==> src/rtl/clock_phase_ctrl_pkg.sv <==
// Shared types and constants for the clock-phase controller.
package clk_ctrl_pkg;

  // Controller modes: free running, halt pending at frame end, frozen, single frame.
  typedef enum logic [1:0] {
    RUN     = 2'd0,
    HALTING = 2'd1,
    HALTED  = 2'd2,
    STEP    = 2'd3
  } state_e;

  // Channel index assignments used by the processor top level.
  localparam int CH_IMEM    = 0;
  localparam int CH_DMEM    = 1;
  localparam int CH_REGFILE = 2;
  localparam int CH_PROC    = 3;

  // A frame is in progress in every mode except HALTED.
  function automatic logic is_active(state_e s);
    return (s != HALTED);
  endfunction

endpackage

==> src/rtl/clock_phase_ctrl_if.sv <==
// Control/status bundle between the clock-phase controller and its user.
interface clock_phase_ctrl_if #(
  parameter int NUM_CH  = 4,
  parameter int CNT_W   = 2,
  parameter int FRAME_W = 16
);
  logic               halt_req;
  logic               step_req;
  logic [NUM_CH-1:0]  ch_en;
  logic               frame_start;
  logic [CNT_W-1:0]   phase;
  logic               halted;
  logic               step_done;
  logic [FRAME_W-1:0] frame_cnt;

  // Requester side: drives halt/step, observes enables and status.
  modport master (
    output halt_req, step_req,
    input  ch_en, frame_start, phase, halted, step_done, frame_cnt
  );

  // Controller side.
  modport slave (
    input  halt_req, step_req,
    output ch_en, frame_start, phase, halted, step_done, frame_cnt
  );
endinterface

==> src/rtl/clock_phase_ctrl_phase_counter.sv <==
// Modulo-DIV phase counter with count enable and end-of-frame wrap pulse.
module phase_counter #(
  parameter int DIV   = 4,
  parameter int CNT_W = 2
) (
  input  logic             clk_i,
  input  logic             rst_i,
  input  logic             en_i,
  output logic [CNT_W-1:0] cnt_o,
  output logic             wrap_o
);

  localparam logic [CNT_W-1:0] LAST = CNT_W'(DIV - 1);

  logic [CNT_W-1:0] cnt_q;
  logic [CNT_W-1:0] cnt_d;

  // Advance while enabled, returning to zero after the last phase of a frame.
  always_comb begin
    wrap_o = en_i && (cnt_q == LAST);
    cnt_d  = cnt_q;
    if (en_i) begin
      cnt_d = wrap_o ? '0 : cnt_q + CNT_W'(1);
    end
  end

  // Phase register; reset puts the frame back at phase 0.
  always_ff @(posedge clk_i or posedge rst_i) begin
    if (rst_i) begin
      cnt_q <= '0;
    end else begin
      cnt_q <= cnt_d;
    end
  end

  assign cnt_o = cnt_q;

endmodule

==> src/rtl/clock_phase_ctrl.sv <==
// Per-domain clock-enable generator with debug halt / single-step control.
module clock_phase_ctrl
  import clk_ctrl_pkg::*;
#(
  parameter int NUM_CH        = 4,
  parameter int DIV           = 4,
  localparam int CNT_W        = (DIV > 1) ? $clog2(DIV) : 1,
  parameter logic [NUM_CH*CNT_W-1:0] PHASE = {2'd3, 2'd2, 2'd1, 2'd0},
  parameter int FRAME_W       = 16,
  parameter bit START_HALTED  = 1'b0
) (
  input  logic               clock,
  input  logic               reset,
  clock_phase_ctrl_if.slave  bus
);

  // Reject unusable frame lengths and phases outside the frame.
  if (DIV < 2) begin : g_bad_div
    $error("clock_phase_ctrl: DIV must be at least 2");
  end
  for (genvar gi = 0; gi < NUM_CH; gi++) begin : g_phase_chk
    if (int'(PHASE[gi*CNT_W +: CNT_W]) >= DIV) begin : g_bad_phase
      $error("clock_phase_ctrl: channel phase must be below DIV");
    end
  end

  localparam state_e RESET_STATE = START_HALTED ? HALTED : RUN;

  state_e             state_q;
  state_e             state_d;
  logic [FRAME_W-1:0] frame_cnt_q;
  logic [FRAME_W-1:0] frame_cnt_d;
  logic               step_done_q;
  logic               step_done_d;
  logic [CNT_W-1:0]   cnt;
  logic               wrap;
  logic               active;

  assign active = is_active(state_q);

  // The counter only runs during an active frame, so it sits at 0 while halted.
  phase_counter #(
    .DIV   (DIV),
    .CNT_W (CNT_W)
  ) u_phase_counter (
    .clk_i  (clock),
    .rst_i  (reset),
    .en_i   (active),
    .cnt_o  (cnt),
    .wrap_o (wrap)
  );

  // Mode register.
  always_ff @(posedge clock or posedge reset) begin
    if (reset) begin
      state_q <= RESET_STATE;
    end else begin
      state_q <= state_d;
    end
  end

  // Mode transitions; halts and steps only ever end on a frame boundary (wrap).
  always_comb begin
    state_d = state_q;
    unique case (state_q)
      RUN: begin
        if (bus.halt_req) begin
          state_d = wrap ? HALTED : HALTING;
        end
      end
      HALTING: begin
        if (wrap) begin
          state_d = HALTED;
        end
      end
      HALTED: begin
        if (!bus.halt_req) begin
          state_d = RUN;
        end else if (bus.step_req) begin
          state_d = STEP;
        end
      end
      STEP: begin
        if (wrap) begin
          state_d = HALTED;
        end
      end
      default: state_d = RESET_STATE;
    endcase
  end

  // Enable and status decode, purely from registered state and phase.
  always_comb begin
    bus.ch_en       = '0;
    bus.frame_start = active && (cnt == '0);
    bus.halted      = (state_q == HALTED);
    for (int i = 0; i < NUM_CH; i++) begin
      bus.ch_en[i] = active && (cnt == PHASE[i*CNT_W +: CNT_W]);
    end
  end

  // Frame bookkeeping: count completed frames, flag the end of a step frame.
  always_comb begin
    frame_cnt_d = frame_cnt_q + FRAME_W'(wrap);
    step_done_d = (state_q == STEP) && wrap;
  end

  // Frame counter and step-done pulse registers; reset drops any pending pulse.
  always_ff @(posedge clock or posedge reset) begin
    if (reset) begin
      frame_cnt_q <= '0;
      step_done_q <= 1'b0;
    end else begin
      frame_cnt_q <= frame_cnt_d;
      step_done_q <= step_done_d;
    end
  end

  assign bus.phase     = cnt;
  assign bus.step_done = step_done_q;
  assign bus.frame_cnt = frame_cnt_q;

endmodule
==> src/flat_wrapper.sv <==
// flat-port wrapper written by rule: the top's interface ports become plain ports
module clock_phase_ctrl_flat import clk_ctrl_pkg::*;
#(
  parameter int NUM_CH        = 4,
  parameter int DIV           = 4,
  localparam int CNT_W        = (DIV > 1) ? $clog2(DIV) : 1,
  parameter logic [NUM_CH*CNT_W-1:0] PHASE = {2'd3, 2'd2, 2'd1, 2'd0},
  parameter int FRAME_W       = 16,
  parameter bit START_HALTED  = 1'b0
)
  (clock, reset, bus_halt_req, bus_step_req, bus_ch_en, bus_frame_start, bus_phase, bus_halted, bus_step_done, bus_frame_cnt);
  clock_phase_ctrl_if #(.NUM_CH(NUM_CH), .FRAME_W(FRAME_W)) bus_i ();
  input  logic clock;
  input  logic reset;
  input wire logic [$bits(bus_i.halt_req)-1:0] bus_halt_req;
  input wire logic [$bits(bus_i.step_req)-1:0] bus_step_req;
  output wire logic [$bits(bus_i.ch_en)-1:0] bus_ch_en;
  output wire logic [$bits(bus_i.frame_start)-1:0] bus_frame_start;
  output wire logic [$bits(bus_i.phase)-1:0] bus_phase;
  output wire logic [$bits(bus_i.halted)-1:0] bus_halted;
  output wire logic [$bits(bus_i.step_done)-1:0] bus_step_done;
  output wire logic [$bits(bus_i.frame_cnt)-1:0] bus_frame_cnt;
  assign bus_i.halt_req = bus_halt_req;
  assign bus_i.step_req = bus_step_req;
  assign bus_ch_en = bus_i.ch_en;
  assign bus_frame_start = bus_i.frame_start;
  assign bus_phase = bus_i.phase;
  assign bus_halted = bus_i.halted;
  assign bus_step_done = bus_i.step_done;
  assign bus_frame_cnt = bus_i.frame_cnt;
  clock_phase_ctrl #(.NUM_CH(NUM_CH), .DIV(DIV), .PHASE(PHASE), .FRAME_W(FRAME_W), .START_HALTED(START_HALTED)) u_core (.clock(clock), .reset(reset), .bus(bus_i));
endmodule
==> config.mk <==
export PLATFORM = sky130hd
export DESIGN_NAME = clock_phase_ctrl_flat
export DESIGN_NICKNAME = d
export VERILOG_FILES = /design/src/rtl/clock_phase_ctrl_pkg.sv /design/src/rtl/clock_phase_ctrl_if.sv /design/src/rtl/clock_phase_ctrl_phase_counter.sv /design/src/rtl/clock_phase_ctrl.sv /design/src/flat_wrapper.sv
export SDC_FILE = /design/constraint.sdc
export NUM_CORES = 1
export LEC_CHECK = 0
export ABC_CLOCK_PERIOD_IN_PS = 2050
export BUFFER_PORTS_ARGS = -buffer_cell sky130_fd_sc_hd__clkbuf_2
export CORE_MARGIN = 4
export CORE_UTILIZATION = 50
export CTS_BUF_LIST = sky130_fd_sc_hd__clkbuf_16
export CTS_CLUSTER_SIZE = 40
export DETAILED_ROUTE_END_ITERATION = 16
export PLACE_DENSITY_LB_ADDON = 0.08
export SYNTH_ARGS = -nofsm -noshare
export SYNTH_HDL_FRONTEND = slang
export SYNTH_SLANG_ARGS = --single-unit
==> constraint.sdc <==
create_clock -name clock -period 2.05 [get_ports clock]
set_input_delay 0.3075 -clock clock [delete_from_list [all_inputs] [get_ports clock]]
set_output_delay 0.3075 -clock clock [all_outputs]
set_load 0.005 [all_outputs]
Word level (Yosys, flattened, before mapping). Cells that the tools add are included.

Register bits: 21. Word-level logic and storage cells: 32.

Add/sub/neg operators: 2. Equal/unequal tests: 10. Multiplexer cells: 7. Reduce and logical (&&, ||, !) cells: 9.

Operators by type and width (count): 16-bit by 1-bit adder with 16-bit output (1); 2-bit 2-to-1 mux (6); 2-bit == test (second input constant) (4); 2-bit one-hot mux with 3 select lines (1); 1-bit logical AND (5); 2-bit by 1-bit == test with 1-bit output (second input constant) (2); 2-bit logical NOT (2); 2-bit inequality test (second input constant) (2); 3-bit inequality test (second input constant) (1); 3-bit AND reduction (1); 2-bit by 1-bit adder with 2-bit output (second input constant) (1); 2-bit by 1-bit inequality test with 1-bit output (second input constant) (1); 2-bit OR reduction (1).

Depth between registers and ports, before layout.
Word-level depth: 5. Depth in mapped cells: 8. Depth with buffers taken out: 8.

Modules after synthesis. Synthesis repeated with hierarchy kept, for this count alone.

Cell total of the unflattened synthesis: 84. Area, all modules: 1001.0 um2.

By module, submodules not included: clock_phase_ctrl (times used 1, cells an instance 76, area an instance 900.9 um2, sequential area each 475.5 um2); phase_counter (times used 1, cells an instance 8, area an instance 100.1 um2, sequential area each 50.0 um2).

Least setup slack after synthesis. OpenSTA, ideal clock, no wires.

Kind: register to register. From: reg u_core.u_phase_counter.cnt_q[0] (netlist: u_core.u_phase_counter.cnt_o[0]). To: reg u_core.frame_cnt_q[10] (netlist: u_core.bus.frame_cnt[10]). Data arrival time: 1.537 ns. Slack: 0.389 ns. Stages on the path, launching flop included: 9. Period minus slack after synthesis: 1.661 ns. Path through: dfrtp_1 ha_1 nand2_1 nor2_1 ha_1 and3_1 buf_6 nand4_4 xnor2_2.

Word-level cells in the longest chain between the ends: 3.

RTL lines: start, declared (line clock_phase_ctrl_phase_counter.sv:15) `logic [CNT_W-1:0] cnt_q;`; start signal, assigned (line clock_phase_ctrl_phase_counter.sv:32) `cnt_q <= cnt_d;`; 2-bit == test (line clock_phase_ctrl_phase_counter.sv:20) `wrap_o = en_i && (cnt_q == LAST);`; 1-bit logical AND (line clock_phase_ctrl_phase_counter.sv:20); 16-bit by 1-bit adder with 16-bit output (line clock_phase_ctrl.sv:104) `frame_cnt_d = frame_cnt_q + FRAME_W'(wrap);`; via u_core.frame_cnt_d[10] (line clock_phase_ctrl.sv:32) `logic [FRAME_W-1:0] frame_cnt_d;`; end signal, assigned (line clock_phase_ctrl.sv:114) `frame_cnt_q <= frame_cnt_d;`; end, declared (line clock_phase_ctrl.sv:31) `logic [FRAME_W-1:0] frame_cnt_q;`.

The timed path passes the listed nets, and every way through them passes these cells. A chain may end at the register's enable or synchronous reset.

Worst setup path in the final report. Ends and elaborated chain as after synthesis.

==> metrics.txt <==
Final ANT Viol Nets=0; die area=0.00284 mm^2; cells after synthesis=86; Least-Margin Pin Slew=797 ps; GRT Overall Usage=0.156; num rows=16; Final Cycle Share=0.921; skew final=0.904 ps; Leak=0.666 nW; Hold Buf Count CTS=0; antenna violations before repair=0; worst hold path class=in -> async; commonest cells after routing, fill and taps aside=clkbuf_2 (28), dfrtp_1 (21), xnor2_1 (10), inv_1 (6), ha_1 (6); max-slew violations=0; total grt overflow=0; pre-CTS setup slack=160 ps; register area share after synthesis=0.512; clk sinks=21; IO Pins=29; CP max FO=6; TritonCTS clock tree=built; initial drt markers=7; WS Path Type=reg -> reg; residual DRC count=0; Core ar.=0.00196 mm^2; CP arrival=2020 ps; Cell Area, Synth=0.00103 mm^2; via count=705; critical path, cell by cell=ha_1 > nand2_1 > nor2_1 > ha_1 > and3_1 > nand4_4 > xnor2_2; PnR worst setup slack=162 ps; VDD IR-drop max=0.783 mV; count of cell types in the netlist=28; Final Critical Period=1890 ps; CP peak stage delay=420 ps; layout cells sized above 1=0.357; ant diodes=0; Clock Tree Buf Depth=2; largest net degree at the start of global routing=22; Resized Gates After CTS=0; YS warnings=0; RSZ-0062 raised after global routing=no; H-tree Lvls=1; setup TNS=0 ps; placed instance area=0.00118 mm^2; final hold violation count=0; Clk Latency, worst-skew pair=250 ps; Fill cells=177; slew margin rel.=0.468; cell total after placement=138; I/O Buffers=28; fin area=0.00126 mm^2; Max Freq=530 MHz; first-pass GRT wire length=3.13 mm; Initial Util=0.524; max cap viols=0; syn_area_per_cell=11.9 um^2; die height=53.3 um; crit-path most repeated cell=ha_1; average wire per standard cell=12.8 um; final net count=126; Mapped Nets=96; DR pass1 iterations=3; most common library cell in the layout ignoring fill and taps=clkbuf_2; Seq cells post-synth=21; outcome=complete, no violations; Hold WS=187 ps; worst path required time=2180 ps; DP Wirelength=1.42 mm; vias in the first global route=730; clock-pin slew on the worst setup and hold paths=50 ps; final cell count without fillers=142; Setup Fix Bufs, Post-CTS=0; Chip Width=53.3 um; Final setup viols=0; GP Congestion=0.716; routed wire length=1.82 mm; Area Growth Syn to Fin=22.3%; Worst path slowest cell=dfrtp_1; Power Density=1160 mW/mm^2; CTS Buf Count=3; CP endpoint kind=register; CTS Root Cell=clkbuf_16; crit path launch type=register; DR vias/cell=4.96
layout make-up:
cell class,count,area [um^2],share of cell area
tap,27,33.8,0.0269
clock buffer,3,75.1,0.0598
clock inverter,1,3.75,0.00299
multi-input combinational,56,452,0.360
timing repair buffer,29,148,0.118
inverter,5,18.8,0.0149
sequential,21,526,0.418
metrics by stage:
step           total power, mW  utilization
2_1_floorplan            0.895            -
3_3_place_gp              1.06        0.600
3_5_place_dp              1.08        0.600
4_1_cts                   1.48        0.640
5_1_grt                   1.58        0.640
6_report                  1.45        0.640
power breakdown:
part	internal, mW	switching (mW)
sequential	0.510	0.0959
clock	0.259	0.133
combinational	0.230	0.223
total	1.00	0.452
sequential cells by signal, indices dropped and copies added (netlist names):
name,count
u_core.bus.frame_cnt,16
u_core.bus.step_done,1
u_core.state_q,2
u_core.u_phase_counter.cnt_o,2
path summary, 6_finish.rpt:
kind / from / end / slack, ps / depth (start not counted)
worst max register to register: u_core.u_phase_counter.cnt_o[0] / u_core.bus.frame_cnt[10] / 160 / 7
min in group clock: bus_halt_req / u_core.state_q[1] / 310 / 2
worst min-delay path: reset / u_core.u_phase_counter.cnt_o[1] / 190 / 2
worst max-delay path: u_core.u_phase_counter.cnt_o[0] / u_core.bus.frame_cnt[10] / 160 / 7
max in group asynchronous: reset / u_core.bus.frame_cnt[4] / 1370 / 2
worst min register to register: u_core.bus.frame_cnt[15] / u_core.bus.frame_cnt[15] / 470 / 1
synthesized netlist by cell type, drive strengths merged:
cell type	instances	area, um^2
nor3	3	20.0
o21ai	1	5.00
nand3	7	45.0
nor2b	4	25.0
inv	5	18.8
xor2	3	26.3
dfrtp	21	526
buf	4	31.3
ha	6	75.1
and2	2	15.0
o22a	1	8.76
nand2	4	15.0
a22o	1	8.76
and4	1	10.0
and3	4	30.0
nand4	3	33.8
mux2	1	11.3
xnor2	11	104
nor2	3	11.3
a21o	1	7.51
worst max-delay path, delay by kind of cell, from the launching register on:
kind                       cells  cell delay, ps
xor gates and xnor gates       1             140
adders and majority gates      2             490
DFF                            1             420
and+or+nand+nor                4             720
kinds of logic after synthesis:
group | synth area share
multiplexers | 0.0110
flip-flops | 0.512
AO/OA/AOI/OAI | 0.0292
AND/OR/NAND/NOR | 0.200
adder cells (fa/ha/maj) | 0.0731
XOR/XNOR | 0.127
buffers and inverters | 0.0487
per-layer routing:
layer / global-route usage / vias up / share of wire
li1: - / 347 / -
met1: 0.182 / 333 / 0.43
met2: 0.253 / 18 / 0.49
met3: 0.0479 / 7 / 0.054
met4: 0.0809 / 0 / 0.029
met5: 0 / - / 0
(Power assumes the default switching activity.)
